===== src/rtl/pc_gen_pkg.sv =====
// Shared types and constants for the program-counter generator.
// Next-PC source select and the instruction-word to byte shift.
package pc_gen_pkg;
  typedef enum logic [1:0] {
    SEL_SEQ,
    SEL_BRANCH,
    SEL_REG,
    SEL_RAS
  } next_pc_sel_t;

  localparam int INSTR_SHIFT = 2;
endpackage


===== src/rtl/return_addr_stack.sv =====
// Circular return-address stack with top pointer, occupancy count and sticky overflow.
// A push while full overwrites the oldest entry; push and pop together replace the top entry.
module return_addr_stack #(
  parameter int ADDR_W    = 64,
  parameter int RAS_DEPTH = 8
) (
  input  logic              clk,
  input  logic              reset,
  input  logic              push,
  input  logic              pop,
  input  logic [ADDR_W-1:0] push_data,
  output logic [ADDR_W-1:0] top_data,
  output logic              empty,
  output logic              full,
  output logic              overflow
);
  import pc_gen_pkg::*;

  localparam int PTR_W = $clog2(RAS_DEPTH);
  localparam int CNT_W = $clog2(RAS_DEPTH + 1);
  localparam logic [CNT_W-1:0] CNT_MAX = CNT_W'(RAS_DEPTH);

  logic [ADDR_W-1:0] mem_q [RAS_DEPTH];
  logic [PTR_W-1:0]  top_q, top_d, wr_ptr;
  logic [CNT_W-1:0]  cnt_q, cnt_d;
  logic              ovf_q, ovf_d;
  logic              do_pop;

  assign do_pop = pop && (cnt_q != '0);

  always_comb begin
    top_d  = top_q;
    cnt_d  = cnt_q;
    ovf_d  = ovf_q;
    wr_ptr = top_q + PTR_W'(1);
    if (do_pop && push) begin
      // pop then push lands back on the same slot: replace top in place
      wr_ptr = top_q;
    end else if (do_pop) begin
      top_d = top_q - PTR_W'(1);
      cnt_d = cnt_q - CNT_W'(1);
    end else if (push) begin
      top_d = top_q + PTR_W'(1);
      if (cnt_q == CNT_MAX) ovf_d = 1'b1;
      else                  cnt_d = cnt_q + CNT_W'(1);
    end
  end

  always_ff @(posedge clk or negedge reset) begin
    if (!reset) begin
      top_q <= '0;
      cnt_q <= '0;
      ovf_q <= 1'b0;
    end else begin
      top_q <= top_d;
      cnt_q <= cnt_d;
      ovf_q <= ovf_d;
    end
  end

  always_ff @(posedge clk) begin
    if (push) mem_q[wr_ptr] <= push_data;
  end

  assign top_data = mem_q[top_q];
  assign empty    = (cnt_q == '0);
  assign full     = (cnt_q == CNT_MAX);
  assign overflow = ovf_q;
endmodule


===== src/rtl/pc_gen.sv =====
// Program-counter generator: PC register, branch target adders, redirect priority and stall gating.
// Return addresses for BL/RET come from the return_addr_stack instance.
module pc_gen #(
  parameter int                ADDR_W    = 64,
  parameter int                COND_W    = 19,
  parameter int                UNCOND_W  = 26,
  parameter int                RAS_DEPTH = 8,
  parameter logic [ADDR_W-1:0] RESET_PC  = '0
) (
  input  logic                clk,
  input  logic                reset,
  input  logic                stall,
  input  logic                br_taken,
  input  logic                uncond_br,
  input  logic [COND_W-1:0]   cond_addr,
  input  logic [UNCOND_W-1:0] br_addr,
  input  logic                link,
  input  logic                ret,
  input  logic                reg_br,
  input  logic [ADDR_W-1:0]   reg_target,
  output logic [ADDR_W-1:0]   pc,
  output logic [ADDR_W-1:0]   pc_plus4,
  output logic                ras_empty,
  output logic                ras_full,
  output logic                ret_miss,
  output logic                ras_overflow
);
  import pc_gen_pkg::*;

  localparam logic [ADDR_W-1:0] ALIGN_MASK = ~((ADDR_W'(1) << INSTR_SHIFT) - ADDR_W'(1));

  logic [ADDR_W-1:0] pc_q, pc_d;
  logic [ADDR_W-1:0] cond_off, uncond_off, br_target, reg_aligned, ras_top, next_pc;
  next_pc_sel_t      sel;

  assign cond_off    = {{(ADDR_W-COND_W){cond_addr[COND_W-1]}}, cond_addr};
  assign uncond_off  = {{(ADDR_W-UNCOND_W){br_addr[UNCOND_W-1]}}, br_addr};
  assign br_target   = pc_q + ((uncond_br ? uncond_off : cond_off) << INSTR_SHIFT);
  assign reg_aligned = reg_target & ALIGN_MASK;
  assign pc_plus4    = pc_q + (ADDR_W'(1) << INSTR_SHIFT);

  always_comb begin
    if (reg_br)        sel = SEL_REG;
    else if (ret)      sel = SEL_RAS;
    else if (br_taken) sel = SEL_BRANCH;
    else               sel = SEL_SEQ;
  end

  always_comb begin
    next_pc = pc_plus4;
    case (sel)
      SEL_REG:    next_pc = reg_aligned;
      SEL_RAS:    next_pc = ras_empty ? reg_aligned : ras_top;
      SEL_BRANCH: next_pc = br_target;
      default:    next_pc = pc_plus4;
    endcase
    pc_d = stall ? pc_q : next_pc;
  end

  always_ff @(posedge clk or negedge reset) begin
    if (!reset) pc_q <= RESET_PC;
    else        pc_q <= pc_d;
  end

  return_addr_stack #(
    .ADDR_W   (ADDR_W),
    .RAS_DEPTH(RAS_DEPTH)
  ) u_ras (
    .clk      (clk),
    .reset    (reset),
    .push     (link && !stall),
    .pop      (ret && !stall),
    .push_data(pc_plus4),
    .top_data (ras_top),
    .empty    (ras_empty),
    .full     (ras_full),
    .overflow (ras_overflow)
  );

  assign pc       = pc_q;
  assign ret_miss = ret && ras_empty;
endmodule

===== config.mk =====
export PLATFORM = sky130hd
export DESIGN_NAME = pc_gen
export DESIGN_NICKNAME = d
export VERILOG_FILES = /design/src/rtl/pc_gen_pkg.sv /design/src/rtl/return_addr_stack.sv /design/src/rtl/pc_gen.sv
export SDC_FILE = /design/constraint.sdc
export NUM_CORES = 1
export LEC_CHECK = 0
export CAP_MARGIN = 0
export CORE_ASPECT_RATIO = 1.4
export CORE_MARGIN = 5
export CORE_UTILIZATION = 34
export DETAILED_ROUTE_END_ITERATION = 12
export PLACE_DENSITY = 0.48
export SYNTH_ARGS = -nofsm -noshare
export SYNTH_HDL_FRONTEND = slang
export SYNTH_HIERARCHICAL = 1
export SYNTH_SLANG_ARGS = --single-unit

===== constraint.sdc =====
create_clock -name clk -period 11.19 [get_ports clk]
set_input_delay 1.6785 -clock clk [delete_from_list [all_inputs] [get_ports clk]]
set_output_delay 1.6785 -clock clk [all_outputs]
set_load 0.005 [all_outputs]

==> flow_summary.toml <==
[synthesis]
synthFlopType = "edfxtp_1"
ys_types = 95
syn-num-nets = 2396
ys_seq_elements = 584
avgSynthCellArea_um2 = 13.56
synth_warnings = 6
async_flop_share = 0.1233
synth_cells = 2209
synth.cell_area_mm2 = 0.02996
synth_edf_count = 512
yosysSeqAreaShare = 0.5734

[grt]
gr-total-overflow = 0
met2_usage = 0.3895
gr-usage-met3 = 0.04897
grt_busiest_layer = "met2"
gr-usage-met1 = 0.2694
grt_max_degree = 64
gr-usage-all-layers = 0.2192
grt_pass1_wl_um = 152200
antenna_found_initial = 10
grt_pass1_vias = 21460

[power_and_ir_drop]
p_comb_frac = 0.386
intPower_mw = 5.688
ir_worst_vdd_mv = 0.1588
share_seq_of_total_power = 0.363
power_density_mw_per_mm2 = 245.3
p_clk_frac = 0.250
p_sw_mw = 3.104
swShare = 0.3531
leakagePower_nw = 12.24

[cells_and_area]
final_common_cell = "edfxtp_1"
drive_above_1_share = 0.1611
utilization = 0.4106
multi_input_area_mm2 = 0.01204
final_nets = 2611
final_cell_mix = "edfxtp_1 (512), clkdlybuf4s50_1 (242), a21oi_1 (155)"
area_growth_pct = 19.64
fillers = 8151
seqCellArea_mm2 = 0.01719

[clocking]
clockRootBuffer = "clkbuf_16"
cts_tree = "yes"
cts_made_buffers = 61
ctsHoldBuffers = 0
clock_path_buffers = 3
cts_setup_buffers = 0
ctsResizeCount = 0
h-tree-depth = 2
cts_sinks = 584
insertion_delay_ns = 0.67
clk_pin_slew_ns = 0.06

[floorplanning]
chipWidth_um = 260.9
start_util = 0.3432
die_area_mm2 = 0.09423
fp.dieH_um = 361.2
placementRows = 128
core-area_mm2 = 0.08728
ioPinCount = 249

[timing]
slew_headroom = 0.2682
hold_violations = 0
rsz0062_at_grt = "no"
fmax_mhz = 140.3
fin_worst_skew_ns = 0.03909
fin_crit_sh = 0.6369
fin_crit_ns = 7.127
slew_violations = 0
finalSetupViolations = 0
setup-tns-final_ns = 0
setup_ws_ns = 4.063
worstMarginPinSlew_ns = 1.090

[critical_path]
endpoint_kind = "output pin"
crit_path_cell_trace = "ha_1 -> nand2_1 -> nor3_2 -> nand4_1 -> nor3_2 -> nand3_1 -> xnor2_1 -> clkdlybuf4s50_1"
slowest_delay_ns = 0.75
cp_slowest_cell = "nor3_2"
path_max_fanout = 9
cp.arrival_ns = 5.45
path_class = "reg2out"
setup.worst_path.start_class = "flop"
crit_top_cell = "nor3_2"
critPathRequiredTime_ns = 9.51

[place]
hpwlAfterDp_um = 72350
numPortBuffers = 246
pre_cts_slack_ns = 4.716
gp_congestion = 0.9077

[route]
drt_first_iter_violations = 1743
drc = 0
wl_um = 106100
wl_per_cell_um = 29.05
vias = 20920
final_antenna_net_count = 0
vias_per_cell = 5.729
dr.pass1.iters = 6

[run_status]
outcome = "completed"

[job]
max_cap_violations = 0

[worst_hold_path]
hold_path_class = "reg2reg"
-- power by group through the flow --
stage | Combinational [mW] | Clock [mW] | Sequential (mW)
floorplan | 2.24 | 0 | 3.08
global placement | 3.41 | 0 | 3.23
detailed placement | 3.44 | 0 | 3.25
CTS | 3.46 | 2.26 | 3.20
global route | 3.67 | 2.35 | 3.23
finish | 3.40 | 2.20 | 3.20
-- per-layer routing --
layer / up-vias / routed length [um]
met5: - / 57
met4: 8 / 3051
met3: 149 / 7637
met2: 737 / 53880
met1: 10800 / 41460
li1: 9224 / -
-- worst max-delay path: cells and delay by family (launching register included) --
kind | cells | cell delay (ns)
fa+ha+maj | 1 | 0.34
xor+xnor | 1 | 0.74
simple gates | 5 | 2.40
flops | 1 | 0.59
buf+inv | 1 | 0.70
-- stage by stage --
stage	power, mW	cell area, um2	cells	hold WS [ns]
after global placement	6.643	33650	3531	0.4775
after global routing	9.248	35830	3646	0.5289
after CTS	8.925	35830	3646	0.5079
after detailed placement	6.689	33650	3531	0.4921
final	8.793	35840	3652	0.4930
after floorplan	5.321	29960	2209	0.4543
-- area by class of cell --
| cell class | instances | share of cell area |
|---|---|---|
| repair buffers | 291 | 0.07771 |
| inverters | 47 | 0.004922 |
| multi-input cells | 1439 | 0.3360 |
| diodes | 6 | 0.0004189 |
| clock buffers | 75 | 0.04493 |
| clock inverters | 40 | 0.01567 |
| well taps | 1170 | 0.04084 |
| flip-flops and latches | 584 | 0.4795 |
-- cell usage after synthesis (all sizes together) (10+ instances only) --
library cell  instances  area (um2)
xnor2                72       630.6
dfrtp                72        1802
inv                  47       176.4
o211ai               19       142.6
ha                   68       850.8
nor3                 25       135.1
clkbuf               92       350.3
a221oi               26       227.7
o221ai               11       96.34
mux4                128        2883
xor2                 38       332.8
o31ai                10       75.07
a21oi               157       800.8
edfxtp              512       15370
nor2                110       412.9
nand2b               11       68.82
mux2                 84       949.7
o21bai               12       93.84
o22ai                21       131.4
a21o                 32       241.5
nand3                50       250.2
nand4                31       193.9
a31oi                13       81.33
o21ai               104       528.0
nand2               150       563.0
buf                  47       299.0
or3                  16       100.1
nor4                 12       93.84
and3                 33       206.5
a221o                20       200.2
o21a                 16       120.1
a22o                 51       446.7
-- kinds of logic (layout without fill, tap and decap cells) --
| group | count (synthesis) | count (layout) | synth area share |
|---|---|---|---|
| AOI/OAI and AO/OA | 561 | 561 | 0.1290 |
| muxes | 218 | 218 | 0.1299 |
| other | 0 | 6 | 0 |
| xor gates and xnor gates | 110 | 110 | 0.03216 |
| adders and majority gates | 70 | 70 | 0.02974 |
| and+or+nand+nor | 480 | 480 | 0.07823 |
| buffers and inverters | 186 | 453 | 0.02757 |
| DFF | 584 | 584 | 0.5734 |
-- worst paths after layout --
| path | slack [ns] | depth (start not counted) | from | endpoint |
|---|---|---|---|---|
| worst max-delay path | 4.06 | 8 | pc[2] | pc_plus4[58] |
| worst min-delay path | 0.49 | 2 | u_ras/overflow | u_ras/overflow |
| worst max register to register | 6.75 | 7 | pc[2] | u_ras/mem_q[0][58] |
| worst min register to register | 0.49 | 2 | u_ras/overflow | u_ras/overflow |
| max in group asynchronous | 8.99 | 2 | reset | pc[43] |
| min in group asynchronous | 0.98 | 1 | reset | u_ras/cnt_q[0] |
-- state kept, by name, summed over array words and instances, names as in the netlist --
register,count
u_ras/mem_q,512
pc,64
u_ras/cnt_q,4
u_ras/top_q,3
u_ras/overflow,1
No activity file was read; power rests on OpenSTA's default activity.
